### src/rtl/pipe_pkg.sv
// Shared types for the EX forwarding / load-use hazard unit.
// Select codes, destination-tag bundle, FSM states, tag match helper.
package pipe_pkg;

  localparam int REG_W = 5;

  localparam logic [1:0] SEL_BUS   = 2'b00;
  localparam logic [1:0] SEL_PRIOR = 2'b01;
  localparam logic [1:0] SEL_WB    = 2'b10;

  typedef struct packed {
    logic             valid;
    logic             regwrite;
    logic             load;
    logic [REG_W-1:0] rw;
  } tag_t;

  typedef enum logic {
    RUN,
    LDSTALL
  } hz_state_e;

  // r0 is hard-wired zero, so it is never a forwarding source
  function automatic logic tag_match(
    input tag_t             t,
    input logic [REG_W-1:0] r
  );
    return t.valid & t.regwrite &
           (t.rw != '0) & (t.rw == r);
  endfunction

endpackage

### src/rtl/fwd_hazard_unit_if.sv
// Decode-slot operands in, stall / forwarding selects / stats out.
// master = decode side, slave = hazard unit.
interface fwd_hazard_unit_if #(
  parameter int CNT_W = 16
);
  import pipe_pkg::*;

  logic             id_valid;
  logic [REG_W-1:0] id_rs;
  logic [REG_W-1:0] id_rt;
  logic             id_use_rs;
  logic             id_use_rt;
  logic [REG_W-1:0] id_rw;
  logic             id_regwrite;
  logic             id_memtoreg;
  logic             stall;
  logic [1:0]       aluselectA;
  logic [1:0]       aluselectB;
  logic [CNT_W-1:0] stall_count;

  modport master (
    output id_valid, id_rs, id_rt,
    output id_use_rs, id_use_rt,
    output id_rw, id_regwrite, id_memtoreg,
    input  stall, aluselectA, aluselectB,
    input  stall_count
  );

  modport slave (
    input  id_valid, id_rs, id_rt,
    input  id_use_rs, id_use_rt,
    input  id_rw, id_regwrite, id_memtoreg,
    output stall, aluselectA, aluselectB,
    output stall_count
  );

endinterface

### src/rtl/hazard_tag_stage.sv
// One pipeline slot of destination tags; bubble loads all-zero.
// Ports: clk, reset (async high), bubble, din, dout.
module hazard_tag_stage
  import pipe_pkg::*;
(
  input  logic clk,
  input  logic reset,
  input  logic bubble,
  input  tag_t din,
  output tag_t dout
);

  always_ff @(posedge clk or posedge reset) begin
    if (reset) begin
      dout <= '0;
    end else begin
      dout <= bubble ? tag_t'('0) : din;
    end
  end

endmodule

### src/rtl/fwd_hazard_unit.sv
// EX forwarding selects and load-use stall with LOAD_LAT bubbles.
// Ports: clk, reset (async high), bus (decode operands / stall, selects, stats).
module fwd_hazard_unit
  import pipe_pkg::*;
#(
  parameter int LOAD_LAT = 1,
  parameter int CNT_W    = 16
) (
  input logic              clk,
  input logic              reset,
  fwd_hazard_unit_if.slave bus
);

  localparam logic [1:0] LD_INIT = 2'(LOAD_LAT - 1);

  tag_t       idTag;
  tag_t       exTag;
  tag_t       memTag;
  hz_state_e  state;
  hz_state_e  stateNext;
  logic [1:0] cnt;
  logic [1:0] cntNext;
  logic       stall;
  logic       hazard;
  logic [1:0] selANext;
  logic [1:0] selBNext;
  logic [1:0] selA;
  logic [1:0] selB;
  logic [CNT_W-1:0] statCnt;

  function automatic logic [1:0] sel_for(
    input logic             useR,
    input logic [REG_W-1:0] r,
    input tag_t             ex,
    input tag_t             mem,
    input logic             stl
  );
    logic [1:0] s;
    s = SEL_BUS;
    if (useR && !stl) begin
      if (tag_match(ex, r)) begin
        s = SEL_PRIOR;
      end else if (tag_match(mem, r)) begin
        s = SEL_WB;
      end
    end
    return s;
  endfunction

  assign idTag = '{
    valid:    bus.id_valid,
    regwrite: bus.id_regwrite,
    load:     bus.id_memtoreg,
    rw:       bus.id_rw
  };

  hazard_tag_stage u_ex (
    .clk    (clk),
    .reset  (reset),
    .bubble (stall),
    .din    (idTag),
    .dout   (exTag)
  );

  hazard_tag_stage u_mem (
    .clk    (clk),
    .reset  (reset),
    .bubble (1'b0),
    .din    (exTag),
    .dout   (memTag)
  );

  assign hazard = bus.id_valid & exTag.load &
    ((bus.id_use_rs & tag_match(exTag, bus.id_rs)) |
     (bus.id_use_rt & tag_match(exTag, bus.id_rt)));

  always_ff @(posedge clk or posedge reset) begin
    if (reset) begin
      state <= RUN;
      cnt   <= '0;
    end else begin
      state <= stateNext;
      cnt   <= cntNext;
    end
  end

  // Hazard is only looked at in RUN; LDSTALL just counts bubbles
  always_comb begin
    stateNext = state;
    cntNext   = cnt;
    stall     = 1'b0;
    unique case (state)
      RUN: begin
        stall = hazard;
        if (hazard && LOAD_LAT > 1) begin
          stateNext = LDSTALL;
          cntNext   = LD_INIT;
        end
      end
      LDSTALL: begin
        stall   = 1'b1;
        cntNext = cnt - 2'd1;
        if (cnt == 2'd1) begin
          stateNext = RUN;
        end
      end
    endcase
  end

  assign selANext = sel_for(bus.id_use_rs,
    bus.id_rs, exTag, memTag, stall);
  assign selBNext = sel_for(bus.id_use_rt,
    bus.id_rt, exTag, memTag, stall);

  // Captured at the edge EX takes the instruction
  always_ff @(posedge clk or posedge reset) begin
    if (reset) begin
      selA    <= SEL_BUS;
      selB    <= SEL_BUS;
      statCnt <= '0;
    end else begin
      selA <= selANext;
      selB <= selBNext;
      if (stall && statCnt != '1) begin
        statCnt <= statCnt + CNT_W'(1);
      end
    end
  end

  assign bus.stall       = stall;
  assign bus.aluselectA  = selA;
  assign bus.aluselectB  = selB;
  assign bus.stall_count = statCnt;

endmodule
### src/flat_wrapper.sv
// flat-port wrapper written by rule: the top's interface ports become plain ports
module fwd_hazard_unit_flat import pipe_pkg::*;
#(
  parameter int LOAD_LAT = 1,
  parameter int CNT_W    = 16
)
  (clk, reset, bus_id_valid, bus_id_rs, bus_id_rt, bus_id_use_rs, bus_id_use_rt, bus_id_rw, bus_id_regwrite, bus_id_memtoreg, bus_stall, bus_aluselectA, bus_aluselectB, bus_stall_count);
  fwd_hazard_unit_if #(.CNT_W(CNT_W)) bus_i ();
  input logic clk;
  input logic reset;
  input wire logic [$bits(bus_i.id_valid)-1:0] bus_id_valid;
  input wire logic [$bits(bus_i.id_rs)-1:0] bus_id_rs;
  input wire logic [$bits(bus_i.id_rt)-1:0] bus_id_rt;
  input wire logic [$bits(bus_i.id_use_rs)-1:0] bus_id_use_rs;
  input wire logic [$bits(bus_i.id_use_rt)-1:0] bus_id_use_rt;
  input wire logic [$bits(bus_i.id_rw)-1:0] bus_id_rw;
  input wire logic [$bits(bus_i.id_regwrite)-1:0] bus_id_regwrite;
  input wire logic [$bits(bus_i.id_memtoreg)-1:0] bus_id_memtoreg;
  output wire logic [$bits(bus_i.stall)-1:0] bus_stall;
  output wire logic [$bits(bus_i.aluselectA)-1:0] bus_aluselectA;
  output wire logic [$bits(bus_i.aluselectB)-1:0] bus_aluselectB;
  output wire logic [$bits(bus_i.stall_count)-1:0] bus_stall_count;
  assign bus_i.id_valid = bus_id_valid;
  assign bus_i.id_rs = bus_id_rs;
  assign bus_i.id_rt = bus_id_rt;
  assign bus_i.id_use_rs = bus_id_use_rs;
  assign bus_i.id_use_rt = bus_id_use_rt;
  assign bus_i.id_rw = bus_id_rw;
  assign bus_i.id_regwrite = bus_id_regwrite;
  assign bus_i.id_memtoreg = bus_id_memtoreg;
  assign bus_stall = bus_i.stall;
  assign bus_aluselectA = bus_i.aluselectA;
  assign bus_aluselectB = bus_i.aluselectB;
  assign bus_stall_count = bus_i.stall_count;
  fwd_hazard_unit #(.LOAD_LAT(LOAD_LAT), .CNT_W(CNT_W)) u_core (.clk(clk), .reset(reset), .bus(bus_i));
endmodule
### config.mk
export PLATFORM = sky130hd
export DESIGN_NAME = fwd_hazard_unit_flat
export DESIGN_NICKNAME = d
export VERILOG_FILES = /design/src/rtl/pipe_pkg.sv /design/src/rtl/fwd_hazard_unit_if.sv /design/src/rtl/hazard_tag_stage.sv /design/src/rtl/fwd_hazard_unit.sv /design/src/flat_wrapper.sv
export SDC_FILE = /design/constraint.sdc
export NUM_CORES = 1
export LEC_CHECK = 0
export CAP_MARGIN = 10
export CORE_MARGIN = 2
export CORE_UTILIZATION = 34
export DETAILED_ROUTE_END_ITERATION = 12
export MAX_ROUTING_LAYER = met4
export PLACE_DENSITY = 0.62
export SLEW_MARGIN = 25
export SYNTH_ARGS = -nofsm -noshare
export SYNTH_HDL_FRONTEND = slang
export SYNTH_HIERARCHICAL = 1
export SYNTH_SLANG_ARGS = --single-unit
### constraint.sdc
create_clock -name clk -period 2.1 [get_ports clk]
set_input_delay 0.42 -clock clk [delete_from_list [all_inputs] [get_ports clk]]
set_output_delay 0.42 -clock clk [all_outputs]
set_load 0.01 [all_outputs]
Word level (Yosys, flattened, before mapping):

Index checks and enable logic that the tools add are counted.
Widths: inputs -> output; s select.

* $mul: 0
* order comparisons: 0
* reduce and logical (&&, ||, !) cells: 6
* shift operators: 0
* $add $sub $neg: 2
* bitwise operators: 14
* eq/ne operators: 6
* divide/modulo/power cells: 0
* muxes and demuxes: 10

Operators with widths (number)
* $eq 5x5->1: 4
* $add 16x1->16 const B: 1
* $ne 16x16->1 const B: 1
* $and 1x1->1: 12
* $mux 2: 6
* $reduce_bool 5->1: 2
* $mux 8: 1
* $logic_and 1x1->1: 3
* $eq 2x1->1 const B: 1
* $mux 1: 2
* $pmux 1 s2: 1
* $sub 2x1->2 const B: 1
* $logic_not 1->1: 1
* $not 1->1: 1
* $or 1x1->1: 1

* output and inout port bits: 21
* bits in registers: 38
* memory bits (writable): 0
* memory bits (read-only): 0
* latch bits: 0
* memories: 0
* logic and storage cells: 50
* input port bits: 22

Logic depth before layout (Yosys ltp):

* depth after elaboration: 10
* gate-level depth with buffers: 7
* depth with buffers taken out: 6

Modules after synthesis:

Netlist, hierarchy kept.

Modules (own cells, without submodules)
* fwd_hazard_unit: seq. area each 575.6 µm², cells an instance 134, times used 1, area an instance 1425.1 µm²
* hazard_tag_stage: seq. area each 200.2 µm², cells an instance 17, times used 2, area an instance 254.0 µm²

Worst setup path before layout:

OpenSTA, ideal clock, no wires.

* kind: register to output
* start point: register u_core/u_ex/dout[3] in the netlist's numbering
* end point: output bus_stall
* stages on the path, launching flop included: 6
* buffers on the path: 0
* data arrival time: 1787 ps
* required time: 1680 ps
* path slack: -107 ps
* cells stage by stage: dfrtp_1 > xor2_1 > or4_4 > nor3_4 > a211oi_4 > nor2_1

* word-level cells in the longest chain between the ends: 7
* elaborated cells between the ends (all ways): 11
* classes of those cells: eq/ne (2); mux (1); bitwise (7); reduce/logical (1)

Ends and longest elaborated chain
* start: declaration: line hazard_tag_stage.sv:10 `output tag_t dout`
* start signal: assignment: line hazard_tag_stage.sv:17 `dout <= bubble ? tag_t'('0) : din;`
* $reduce_bool 5->1: line pipe_pkg.sv:29 `(t.rw != '0) & (t.rw == r);`
* $and 1x1->1: line pipe_pkg.sv:28 `return t.valid & t.regwrite &`
* $and 1x1->1: line pipe_pkg.sv:29
* $and 1x1->1 (on tied branches): line fwd_hazard_unit.sv:74, fwd_hazard_unit.sv:75
* $or 1x1->1 *: line fwd_hazard_unit.sv:74 `((bus.id_use_rs & tag_match(exTag, bus.id_rs)) |`
* $and 1x1->1 *: line fwd_hazard_unit.sv:73 `assign hazard = bus.id_valid & exTag.load &`
* $pmux 1 s2 *: line fwd_hazard_unit.sv:92 `unique case (state)`
* end: declaration: line flat_wrapper.sv:19 `output wire logic [$bits(bus_i.stall)-1:0] bus_stall;`

Mark *: on every way between the ends. The rest lies on a longest branch, timed or not.

Final worst setup path:

Same ends and word-level chain as after synthesis.

==> impl_results.md <==
- Largest delay contributor family on the critical path: simple AND/OR/NAND/NOR gates
- Starting DRT DRC Count: 72
- Max-cap violations: 0
- Tmin final: roughly 2500 ps
- RePlAce Congestion: 0.827
- Leakage: between 1 and 1.5 nW
- Num CTS Buffers: 5
- Core box area: 5440 µm²
- DRT antenna net count: 0
- DRT Wirelength: ~4500 µm
- Fill cell count: approximately 450
- Min-Delay Path Class: input pin to async pin
- HPWL Detailed: between 3000 and 4000 µm
- Path type of the worst setup path: register to output port
- I/O pin count: 43
- Comb pwr share: around 12%
- WP buf/inv: 2
- Dpl cell area: between 2000 and 3000 µm²
- # diodes: 0
- Final hold vios: 0
- Final period utilization: 117%
- Vias: between 1.5k and 2k
- Final Core Density: 56.5%
- CP startpoint kind: register
- Share of total power in the clock network: a little over two fifths
- GRT Residual Overflow: 0
- Crit-path slowest cell: or4_4
- Cell Int Power: around 1.4 mW
- First-pass GRT wire length: 7400 µm
- Final Net Count: 279
- Final Max Tran Viols: 0
- Synth warn: 6
- Crit path max fanout: 3
- Crit-path max cell delay: just over 500 ps
- Worst EP required: ~1700 ps
- Final setup violation count: 19
- Reg area: approximately 950 µm²
- Slew HR: roughly 52%
- Setup slack after layout: -353 ps
- DR pass1 iterations: 4
- Initial antenna violation count: 0
- Die X: roughly 80 µm
- Syn Inst Count: roughly 170
- Most frequent cells in the layout: clkdlybuf4s50_1, dfrtp_1, buf_4, xor2_1, nor2b_1
- Die Area: around 6200 µm²
- Port Buffer Count: 42
- Power per Cell Area: 568 nW/µm²
- Worst VDD drop: roughly 0.31 mV
- Net Sw Frac: 21.2%
- Area occupied by multi-input gates: between 1000 and 1500 µm²
- Critical Path End Type: output port
- Critical Path AT: about 2000 ps
- Worst-path clk slew: around 70 ps
- Row count: 27
- Post-Synthesis Cell Area: 1900 µm²
- Largest net degree at the start of global routing: 24
- Clock Tree Root: clkbuf_8
- Actual slew at the worst max-slew pin: 713 ps
- Area Overhead vs Synth: 61.4%
- Clock Latency Late Sink: 280 ps
- Vias in the first global route: between 1.5k and 2k
- Share of cells above drive strength 1: between 30% and 40%
- Avg WL per Cell: roughly 14 µm
- Psw: roughly 0.37 mW
- Hold_buf cts: 0
- Drt drc: 0
- Syn Area/Cell: 11.5 µm²
- Sequential power share: between 40% and 50%
- Status: complete, but fails checks
- Worst Clk Skew: ~4.4 ps
- Die height: roughly 79 µm
- RSZ-0062 raised after global routing: yes
- Clock tree buffer depth: 2
- Fmax: about 410 MHz
- Design area: 3070 µm²
- CP cell instances: buf_6 > xor2_1 > or4_4 > nor3_4 > a211oi_4 > nor2_2 > buf_2
- GRT Total Usage: between 10% and 20%
- Vias per Instance: approximately 4.7
- H-tree levels: 2
- Sink Count: 38
- Initial Util: between 30% and 40%
- CTS tree: built
- Failing checks: negative setup slack
## sequential cells by signal, summed over array words and instances (netlist names)
register	flops
u_core/bus.aluselectA	2
u_core/bus.aluselectB	2
u_core/u_mem/dout	7
u_core/bus.stall_count	16
u_core/cnt	2
u_core/u_ex/dout	8
u_core/state	1
## cell type report
class,instances,share of cell area [%]
Multi-Input combinational cell,126,37.2
Tap cell,72,2.93
Timing Repair Buffer,79,23.7
Inverter,5,0.611
Clock inverter,2,1.96
Clock buffer,6,2.69
Sequential cell,38,31.0
## path summary, 6_finish.rpt
check	from	endpoint	slack [ps]	depth (start not counted)
max	u_core/u_ex/dout[3]	bus_stall	-350	7
min	reset	u_core/u_ex/dout[6]	440	2
max reg2reg	u_core/u_ex/dout[3]	u_core/bus.stall_count[11]	-240	9
min reg2reg	u_core/cnt[0]	u_core/cnt[0]	480	1
max in group asynchronous	reset	u_core/bus.aluselectA[1]	1330	3
min in group clk	u_core/cnt[0]	u_core/cnt[0]	480	1
## power groups by stage
stage	sequential, mW	combinational (mW)	clock [mW]
after global placement	0.781	0.190	0
final	0.769	0.214	0.762
after CTS	0.767	0.205	0.780
after detailed placement	0.781	0.191	0
after global routing	0.772	0.234	0.806
after floorplan	0.781	0.0807	0
## worst reg2reg max path, cell delays in order (launching register included)
cell and delay (ps):
dfrtp_1 420, buf_6 140, xor2_1 150, or4_4 510
nor3_4 190, a211oi_4 70, buf_4 150, buf_8 120
or3_4 340, xnor2_2 140
## stage by stage
step / hold WS, ps / TNS, ps / total power, mW / setup slack (ps) / cells
after floorplan: 223 / -86.5 / 0.862 / -35.8 / 172
after global placement: 464 / -10510 / 0.971 / -825 / 313
after detailed placement: 470 / -11520 / 0.972 / -856 / 313
after CTS: 437 / -4240 / 1.75 / -425 / 325
after global routing: 456 / -4190 / 1.81 / -441 / 328
final: 440 / -2790 / 1.75 / -353 / 328
## what timing repair did
| item | CTS | global route |
|---|---|---|
| gates resized for setup | 26 | 22 |
| setup buffers | 6 | 5 |
| endpoints found under the setup margin | 19 | 19 |
| pin swaps | 17 | 20 |
## per-layer routing
metal  up-vias  GRT usage [%]  share of wire (%)
li1        752              -                  -
met4         0           5.79               0.71
met3         2           3.30                3.2
met2        41           24.9                 49
met5         -              -                  0
met1       760           20.6                 47
(Power assumes the default switching activity.)
